`config.mk`:
```
export PLATFORM = sky130hd
export DESIGN_NAME = wide_addsub_acc_pipe
export DESIGN_NICKNAME = d
export VERILOG_FILES = /design/src/rtl/wide_addsub_acc_pipe.sv
export SDC_FILE = /design/constraint.sdc
export NUM_CORES = 1
export LEC_CHECK = 0
export CORE_MARGIN = 3
export CORE_UTILIZATION = 35
export DETAILED_ROUTE_END_ITERATION = 8
export PLACE_DENSITY_LB_ADDON = 0.2
export SLEW_MARGIN = 15
export SYNTH_ARGS = -nofsm -noshare
export SYNTH_HDL_FRONTEND = slang
export SYNTH_SLANG_ARGS = --single-unit
```
`constraint.sdc`:
```
create_clock -name clk -period 5.5 [get_ports clk]
set_clock_uncertainty 0.1 [all_clocks]
set_input_delay 0.55 -clock clk [delete_from_list [all_inputs] [get_ports clk]]
set_output_delay 0.55 -clock clk [all_outputs]
set_load 0.1 [all_outputs]
```
`src/rtl/wide_addsub_acc_pipe.sv`:
```
// Pipelined wide add/sub/accumulate unit with a valid/ready handshake and a persistent accumulator.
// Stage 1 does the arithmetic; later stages only delay. The whole pipe stalls together on backpressure.
module wide_addsub_acc_pipe #(
  parameter int WIDTH          = 47,
  parameter int PIPELINE_DEPTH = 2
) (
  input  logic             clk,
  input  logic             rst_n,
  input  logic             in_valid,
  output logic             in_ready,
  input  logic [1:0]       op,
  input  logic [WIDTH-1:0] a,
  input  logic [WIDTH-1:0] b,
  output logic             out_valid,
  input  logic             out_ready,
  output logic [WIDTH-1:0] out,
  output logic             carry_out
);

  typedef enum logic [1:0] {
    OP_ADD  = 2'b00,
    OP_SUB  = 2'b01,
    OP_ACC  = 2'b10,
    OP_LOAD = 2'b11
  } op_e;

  op_e                 op_sel;
  logic                adv;
  logic                accept;
  logic [WIDTH:0]      sum;
  logic [WIDTH-1:0]    s1_result;
  logic                s1_carry;
  logic                acc_we;
  logic [WIDTH-1:0]    acc_q;

  logic [WIDTH-1:0]          data_q  [PIPELINE_DEPTH];
  logic                      carry_q [PIPELINE_DEPTH];
  logic [PIPELINE_DEPTH-1:0] valid_q;

  assign op_sel   = op_e'(op);
  assign adv      = !out_valid || out_ready;
  assign in_ready = adv;
  assign accept   = in_valid && adv;

  // NOTE: every signal gets a default before the case so no path leaves it unassigned (no latch).
  always_comb begin
    sum      = '0;
    s1_carry = 1'b0;
    acc_we   = 1'b0;
    unique case (op_sel)
      OP_ADD: begin
        sum      = {1'b0, a} + {1'b0, b};
        s1_carry = sum[WIDTH];
      end
      OP_SUB: begin
        // Carry out of a + ~b + 1 is "no borrow", so the borrow is its inverse.
        sum      = {1'b0, a} + {1'b0, ~b} + (WIDTH+1)'(1);
        s1_carry = ~sum[WIDTH];
      end
      OP_ACC: begin
        sum      = {1'b0, acc_q} + {1'b0, a};
        s1_carry = sum[WIDTH];
        acc_we   = 1'b1;
      end
      OP_LOAD: begin
        sum      = {1'b0, a};
        s1_carry = 1'b0;
        acc_we   = 1'b1;
      end
    endcase
    s1_result = sum[WIDTH-1:0];
  end

  // NOTE: sequential state uses non-blocking assignments so all flops sample pre-edge values.
  always_ff @(posedge clk or negedge rst_n) begin
    if (!rst_n) begin
      acc_q <= '0;
    end else if (accept && acc_we) begin
      acc_q <= s1_result;
    end
  end

  // NOTE: the delay stages are explicit flops, not a RAM, so resetting every entry is legitimate.
  always_ff @(posedge clk or negedge rst_n) begin
    if (!rst_n) begin
      valid_q <= '0;
      for (int i = 0; i < PIPELINE_DEPTH; i++) begin
        data_q[i]  <= '0;
        carry_q[i] <= 1'b0;
      end
    end else if (adv) begin
      valid_q[0] <= accept;
      data_q[0]  <= s1_result;
      carry_q[0] <= s1_carry;
      for (int i = 1; i < PIPELINE_DEPTH; i++) begin
        valid_q[i] <= valid_q[i-1];
        data_q[i]  <= data_q[i-1];
        carry_q[i] <= carry_q[i-1];
      end
    end
  end

  assign out_valid = valid_q[PIPELINE_DEPTH-1];
  assign out       = data_q[PIPELINE_DEPTH-1];
  assign carry_out = carry_q[PIPELINE_DEPTH-1];

endmodule

```
==> results.cfg, run 1 <==
[critical_path]
cp.required_ns = 5.72
reg2regPathDepth = 10
worstPathMaxFanout = 14
r2r_slack_ns = 1.84
critical_path_arrival_ns = 4.71
r2r-end = acc_q[13]
r2r-start = acc_q[1]
end_kind = flip-flop
crit_path_start_kind = primary input
worstSetupPathType = in -> reg
cp-startpoint = a[17]

[sta]
hold_violations = 0
worst_pin_slew_ns = 1.018
slew_headroom = 0.3190
period_minus_slack_ns = 4.490
setup_tns_ns = 0
rsz0062_at_grt = false
fmax_mhz = 222.7
period_share = 0.8164
setup_viol = 0
drv_slew = 0

[synth]
synth-edff-count = 0
syn_area_sq_um = 15940
synth_area_per_cell_sq_um = 7.555
synth_seq_area_share = 0.2276
synth_cell_type_count = 102
synth_async_sr_flop_share = 1.000
yosysWarnings = 0
yosys_most_used_dff = dfrtp_1
synthCells = 2110
synth_seq_cells = 145
syn_nets = 2354

[detailed_routing]
drcViolationCount = 0
drt_iter0_drc = 1646
wl_per_cell_microns = 22.63
drt_first_pass_iters = 5
routed_wl_microns = 62310
via_per_inst = 5.814
vias = 16010
ant_nets = 0

[run_status]
outcome = completed

[global_routing]
use_met1 = 0.4011
grt_pass1_vias = 15340
grt_first_pass_wirelength_microns = 94780
grt.met3_usage = 0.07034
use_met2 = 0.3506
grt_max_degree = 98
grt_busiest_layer = met1
grt_usage = 0.2577
antenna_found_initial = 1
grt_overflow = 0

[clock_network]
holdBufCountCts = 0
clk-insertion-delay-late_ns = 0.44
htreeDepth = 4
cts.clk_slew.worst_paths_ns = 0.06
post-cts-setup-buffers = 0
cts_resized = 0
cts.sinks = 145
cts_tree = done
clockBufferDepth = 2
numCtsBuffers = 17
cts-root-buf = clkbuf_16

[final_layout]
layout.nets = 2392
final_area_sq_um = 18150
mostFrequentLayoutCells = 362 x nand2_1, 167 x nor2_1, 152 x a21oi_1, 146 x clkdlybuf4s50_1, 145 x dfrtp_1
final_common_cell = nand2_1
drive_above_1_share = 0.06617
fill_cells = 4650
diodes = 0
area_growth_pct = 13.85

[power]
leakage_nw = 8.118
vdd_drop_max_mv = 0.2875
p_per_area_nw_per_um2 = 379.9

[floorplan]
die_h_microns = 219.4
fp.coreArea_sq_um = 44610
die_area_sq_um = 48150
rows = 77
chipWidth_microns = 219.4
num_io_pins = 150
initial_core_util = 0.3574

[place]
dp_hpwl_microns = 49830
placed_cell_area_sq_um = 17610
gp_congestion = 0.9914
port_buffers = 149

[run]
maxCapViolCount = 0

[hold_path]
hold_class = in -> async
[cell families after synthesis]
family          count (synthesis)  share of synthesized area
compound gates                637                     0.2731
xor+xnor                       75                    0.04121
fa+ha+maj                     144                     0.1144
buf+inv                       277                    0.07849
flops                         145                     0.2276
mux                            49                    0.04199
simple gates                  783                     0.2231
[per-stage QoR]
step,util,hold WS [ns],total power [W],worst slack [ns],cells
6_report,0.4069,0.1314,0.006895,1.010,2753
2_1_floorplan,-,0.1544,0.004720,2.040,2110
5_1_grt,0.4069,0.2079,0.007323,0.8919,2753
4_1_cts,0.4069,0.1643,0.006859,1.106,2753
3_5_place_dp,0.3948,0.3449,0.005735,0.6479,2721
3_3_place_gp,0.3948,0.3409,0.005720,0.5349,2721
[layout make-up]
type                    instances  area (sq um)  share of cell area
multi-input cells            1688         11080              0.6103
flip-flops and latches        145          3628              0.1999
clock inverters                11         80.08            0.004412
well taps                     592         740.7             0.04081
inverters                     113         425.4             0.02344
repair buffers                183          1738             0.09575
clock buffers                  21         460.4             0.02537
[Yosys cell counts, types with 6 or more instances]
cell / instances / share of area
ha_1: 141 / 0.11
buf_2: 19 / 0.0060
buf_1: 13 / 0.0031
o2111ai_1: 8 / 0.0044
nor2b_1: 21 / 0.0082
nand2_1: 362 / 0.085
or2_2: 9 / 0.0035
o211ai_1: 18 / 0.0085
a211o_1: 8 / 0.0044
o221ai_1: 11 / 0.0060
a211oi_1: 26 / 0.012
a311oi_1: 7 / 0.0038
nand3b_1: 7 / 0.0033
or4_1: 6 / 0.0028
a21o_1: 57 / 0.027
o311ai_0: 6 / 0.0033
dfrtp_1: 145 / 0.23
o22ai_1: 8 / 0.0031
and2_1: 15 / 0.0059
nor3_1: 40 / 0.013
clkbuf_1: 83 / 0.020
a221o_1: 6 / 0.0038
xnor2_1: 57 / 0.031
mux2_2: 21 / 0.015
buf_4: 48 / 0.023
o21ai_0: 97 / 0.030
nor4_1: 14 / 0.0055
a21oi_1: 152 / 0.048
o21a_1: 16 / 0.0075
xor2_1: 18 / 0.0099
o21ai_1: 24 / 0.0075
o31ai_1: 23 / 0.011
inv_1: 109 / 0.026
nand3_1: 41 / 0.013
mux2i_1: 14 / 0.0088
mux4_2: 12 / 0.017
nand2b_1: 13 / 0.0051
nand4_1: 26 / 0.010
o2bb2ai_1: 7 / 0.0038
or3_1: 9 / 0.0035
a31oi_1: 30 / 0.012
and3_1: 26 / 0.010
o21bai_1: 29 / 0.014
nor2_1: 168 / 0.040
a221oi_1: 11 / 0.0060
[report_power, final]
part / internal (W) / leakage (nW) / switching, W
Clock: 0.000602 / 0.256 / 0.000490
Sequential: 0.00141 / 1.75 / 0.000253
Combinational: 0.00133 / 6.11 / 0.00281
Total: 0.00335 / 8.12 / 0.00355
[worst max-delay path: stages]
cell and delay [ns]:
clkdlybuf4s50_1 0.59, ha_1 0.69, nor2b_1 0.14, or2_1 0.27, a21o_1 0.19, a221oi_1 0.64, nand2_1 0.17, a311oi_1 0.55
xor2_1 0.15, mux4_2 0.50, mux2_2 0.27
[metal layers]
layer	vias up	wire length, microns
li1	7622	-
met1	7687	31030
met2	652	24350
met3	46	6054
met4	0	881
met5	-	0
[state kept, by name (all words and copies together), names as in the netlist]
register / cells
valid_q: 2
acc_q: 47
data_q: 47
carry_out: 1
carry_q: 1
out: 47
[worst max path at each step]
stage                      end  slack, ns  depth (start not counted)
global placement     acc_q[23]       0.53                         11
detailed placement  data_q[70]       0.65                         11
global route        data_q[70]       0.89                         11
floorplan           data_q[75]       2.04                         11
finish               acc_q[23]       1.01                         11
CTS                 data_q[70]       1.11                         11
(Power assumes the default switching activity.)
==> inputs of run 2 (changes only) <==
clock period = 4.4 ns   (was 5.5 ns; I/O delays follow)
==> run 2 against run 1 <==
Wire length up 0.77%; sequential power up 23%; critical path type unchanged; critical path depth up 1; final cell count up 4.0%; highest routed layer is now met5; clock-buffer cell count down 3; sequential cell count unchanged; critical endpoint is now data_q[74]; register-to-register slack worse by 1.1 ns; die area unchanged.
==> results.cfg, run 2 (synthesis gave the netlist of run 1 again) <==
[sta]
rsz0062_at_grt = false
worst_pin_slew_ns = 1.032
hold_violations = 0
period_share = 0.8989
period_minus_slack_ns = 3.955
fmax_mhz = 252.8
drv_slew = 0
slew_headroom = 0.3097
setup_viol = 0
final.setup.worst_slack_ns = 0.4450

[clock_network]
numCtsBuffers = 17
cts_tree = done
cts-root-buf = clkbuf_16
htreeDepth = 4
cts.sinks = 145
clockBufferDepth = 2
clk-insertion-delay-late_ns = 0.44
cts.clk_slew.worst_paths_ns = 0.06

[final_layout]
mostFrequentLayoutCells = 362 x nand2_1, 168 x nor2_1, 152 x a21oi_1, 145 x dfrtp_1, 145 x clkdlybuf4s50_1
final_common_cell = nand2_1
diodes = 0
area_growth_pct = 19.28
drive_above_1_share = 0.1114
fill_cells = 4560
layout.nets = 2502

[run]
maxCapViolCount = 0

[detailed_routing]
drt_iter0_drc = 1724
routed_wl_microns = 62790
wl_per_cell_microns = 21.93
drt_first_pass_iters = 7
via_per_inst = 5.747
drcViolationCount = 0
vias = 16450
ant_nets = 0

[place]
gp_congestion = 0.9365
dp_slack_ns = -0.3102
dp_hpwl_microns = 51180
port_buffers = 149

[global_routing]
grt_max_degree = 72
grt_usage = 0.2579
grt_first_pass_wirelength_microns = 95100
grt_overflow = 0
antenna_found_initial = 1
grt_pass1_vias = 15640

[critical_path]
path_delay_family = compound AO/OA/AOI/OAI gates
path_cells = clkdlybuf4s50_1, ha_1, and3_1, a21boi_2, buf_4, o2111ai_1, nand4b_1, buf_4, and3_1, o311ai_1, o221ai_1, o21ai_0
cp.required_ns = 4.65
slowest_stage = o311ai_1
worstPathMaxFanout = 9
worstSetupPathType = in -> reg
critical_path.n_buffers_inverters = 3
end_kind = flip-flop
crit_path_start_kind = primary input
max_stage_delay_ns = 0.66
critical_path_arrival_ns = 4.21

[floorplan]
chipWidth_microns = 219.4
rows = 77
num_io_pins = 150
initial_core_util = 0.3574
die_area_sq_um = 48150
die_h_microns = 219.4
fp.coreArea_sq_um = 44610

[power]
power_w = 0.008779
leakage_nw = 8.675
vdd_drop_max_mv = 0.2973
p_per_area_nw_per_um2 = 461.7

[hold_path]
hold_class = reg -> reg

[run_status]
outcome = completed
==> run 2: path summary, 6_finish.rpt <==
check                                  end  slack, ns  cells after the start      from
worst max register to register   acc_q[29]       0.77                     11  acc_q[1]
max in group asynchronous       data_q[49]       2.69                      3     rst_n
worst min-delay path               out[37]       0.36                      2   out[37]
min in group asynchronous          out[41]       0.51                      2     rst_n
worst min register to register     out[37]       0.36                      2   out[37]
worst max-delay path            data_q[74]       0.44                     12      a[3]
==> run 2: layout make-up <==
class / instances / area (sq um) / area share
clock inverters: 14 / 130.1 / 0.006843
multi-input cells: 1688 / 11070 / 0.5824
well taps: 592 / 740.7 / 0.03896
inverters: 113 / 425.4 / 0.02237
repair buffers: 293 / 2576 / 0.1355
flip-flops and latches: 145 / 3628 / 0.1908
clock buffers: 18 / 439.2 / 0.02310
==> run 2: what timing repair did <==
item,4_1_cts,5_1_grt
hold buffers,1,0
gates resized for setup,0,1
endpoints found under the setup margin,0,2
setup buffers,0,0
endpoints found under the hold margin,69,0
==> run 2: metrics by stage <==
step	hold slack (ns)	TNS (ns)	std cells	utilization	cell area, sq um
after floorplan	0.04441	0	2110	-	15940
after CTS	0.3706	0	2863	0.4263	19010
final	0.3640	0	2863	0.4263	19010
after global placement	0.3413	-0.4629	2830	0.4133	18440
after global routing	0.3884	0	2863	0.4263	19010
after detailed placement	0.3560	-0.6006	2830	0.4133	18440
==> run 2: metal layers <==
| layer | global-route usage | vias up | part of all wire | wire length (microns) |
|---|---|---|---|---|
| li1 | - | 7852 | - | - |
| met1 | 0.4057 | 7896 | 0.50 | 31200 |
| met2 | 0.3554 | 654 | 0.39 | 24580 |
| met3 | 0.06245 | 50 | 0.10 | 6409 |
| met4 | 0.04148 | 2 | 0.0094 | 588 |
| met5 | 0 | - | 0.00021 | 13 |
==> run 2: worst min-delay path: cells and delay by family, from the launching register on <==
family           cells  cell delay, ns
AND/OR/NAND/NOR      2            0.09
flip-flops           1            0.34
==> run 2: report_power, final <==
group          total (W)  leakage [nW]  switching, W  internal, W
sequential       0.00206          1.75      0.000294      0.00177
clock            0.00144         0.277      0.000639     0.000802
combinational    0.00528          6.65       0.00350      0.00177
==> inputs of run 3 (changes only) <==
PLACE_DENSITY = 0.64   (was unset)
PLACE_DENSITY_LB_ADDON = unset   (was 0.2)
==> run 3 against run 2 <==
Critical path depth down 1; design area about the same; sequential share of layout area barely moved; worst setup slack gained 0.10 ns; global-route usage is 0.83 points lower; core utilization is essentially flat; die area stayed put; sequential cell count did not move; total power up 0.12%; via count grew 1.3%; sequential power about the same; final cell count shrank 0.24%; critical path type unchanged; highest routed layer is now met4.
==> results.cfg, run 3 (synthesis gave the netlist of run 1 again) <==
[run]
maxCapViolCount = 0

[place]
port_buffers = 149
dp.cells = 2823
dp_hpwl_microns = 49770
gp_congestion = 0.9489

[final_layout]
area_growth_pct = 19.17
multiInputGateArea_sq_um = 11070
mostFrequentLayoutCells = 362 x nand2_1, 168 x nor2_1, 152 x a21oi_1, 145 x dfrtp_1, 145 x clkdlybuf4s50_1
final_common_cell = nand2_1
instances_no_fill = 2856
drive_above_1_share = 0.1087
diodes = 0
utilization = 0.4259
regArea_sq_um = 3628
fill_cells = 4503
layout.nets = 2495

[critical_path]
end_kind = flip-flop
critical_path_arrival_ns = 4.07
slowest_stage = clkdlybuf4s50_1
path_cells = clkdlybuf4s50_1, fa_1, nor2b_1, o311a_1, o311a_1, a21oi_2, o211a_1, nor2_1, xnor2_1, mux4_2, mux2_2
worstPathMaxFanout = 7
critical_path.n_buffers_inverters = 1
crit_path_start_kind = primary input
path_delay_family = compound AO/OA/AOI/OAI gates
cpMostUsedCell = o311a_1
max_stage_delay_ns = 0.60
worstSetupPathType = in -> reg
cp.required_ns = 4.62

[sta]
period_share = 0.8754
period_minus_slack_ns = 3.852
fmax_mhz = 259.6
hold_violations = 0
drv_slew = 0
setup_tns_ns = 0
rsz0062_at_grt = false
worst_pin_slew_ns = 1.022
slew_headroom = 0.3166
setup_viol = 0

[floorplan]
num_io_pins = 150
die_h_microns = 219.4
chipWidth_microns = 219.4
die_area_sq_um = 48150
initial_core_util = 0.3574
fp.coreArea_sq_um = 44610
rows = 77

[detailed_routing]
drt_iter0_drc = 1618
routed_wl_microns = 60960
ant_nets = 0
drcViolationCount = 0
via_per_inst = 5.835
drt_first_pass_iters = 8
wl_per_cell_microns = 21.34
vias = 16670

[power]
p_clk_frac = 0.170
intPower_w = 0.004337
power_frac_seq = 0.233
vdd_drop_max_mv = 0.2828
leakage_nw = 8.655
p_sw_w = 0.004453
comb_power_share = 0.597
p_per_area_nw_per_um2 = 462.7
sw_frac_of_total = 0.5066

[clock_network]
numCtsBuffers = 17
cts.sinks = 145
htreeDepth = 4
cts_tree = done
cts-root-buf = clkbuf_16
cts.clk_slew.worst_paths_ns = 0.07
clk-insertion-delay-late_ns = 0.44
clockBufferDepth = 2
post-cts-setup-buffers = 0

[global_routing]
antenna_found_initial = 1
grt_pass1_vias = 15600
grt_max_degree = 91
grt_overflow = 0
grt_first_pass_wirelength_microns = 93320
grt_usage = 0.2496

[run_status]
outcome = completed

[hold_path]
hold_class = reg -> reg
run 3: timing repair:
| item | in CTS | in global routing |
|---|---|---|
| setup endpoints to repair | 0 | 0 |
| gates resized for setup | 0 | 0 |
| hold buffers | 1 | 0 |
| hold endpoints to repair | 19 | 0 |
run 3: stage by stage:
stage | worst slack [ns] | power [W] | hold WS, ns | area [sq um]
2_1_floorplan | 1.050 | 0.005900 | 0.04441 | 15940
3_3_place_gp | 0.1581 | 0.007144 | 0.3410 | 18370
3_5_place_dp | 0.1225 | 0.007212 | 0.3548 | 18370
4_1_cts | 0.5551 | 0.008752 | 0.3635 | 19000
5_1_grt | 0.3999 | 0.009319 | 0.3862 | 19000
6_report | 0.5481 | 0.008790 | 0.3625 | 19000
run 3: path summary, 6_finish.rpt:
check | start | slack, ns | cells after the start | end
max in group asynchronous | rst_n | 2.68 | 3 | data_q[87]
min in group asynchronous | rst_n | 0.53 | 2 | out[41]
worst max register to register | acc_q[0] | 0.87 | 11 | acc_q[46]
worst min register to register | out[23] | 0.36 | 2 | out[23]
worst max-delay path | a[1] | 0.55 | 11 | acc_q[28]
worst min-delay path | out[23] | 0.36 | 2 | out[23]
run 3: final cells by class:
type	count	share of cell area
inverters	113	0.02239
well taps	592	0.03899
repair buffers	286	0.1322
clock inverters	15	0.01008
flip-flops and latches	145	0.1910
multi-input cells	1688	0.5830
clock buffers	17	0.02239
run 3: power by group through the flow:
stage / Combinational [W] / Clock (W) / Sequential [W]
2_1_floorplan: 0.00391 / 0 / 0.00199
4_1_cts: 0.00517 / 0.00154 / 0.00205
3_3_place_gp: 0.00509 / 0 / 0.00206
5_1_grt: 0.00562 / 0.00160 / 0.00210
3_5_place_dp: 0.00515 / 0 / 0.00206
6_report: 0.00525 / 0.00150 / 0.00205
run 3: worst reg2reg max path, cell delays in order (launching register included):
cell	delay [ns]
dfrtp_1	0.40
ha_1	0.21
fa_1	0.42
a21oi_1	0.25
o211ai_1	0.16
a21oi_1	0.25
a21oi_1	0.18
o21ai_1	0.44
a311oi_1	0.19
a311oi_1	0.49
nand2_1	0.11
o31ai_1	0.24
run 3: layer usage:
layer  vias up  wire length, microns  GRT usage
met5         -                     0          0
met4         0                   670    0.04126
met3        56                  5318    0.04057
met2       745                 24720     0.3566
met1      8028                 30250     0.3939
li1       7836                     -          -
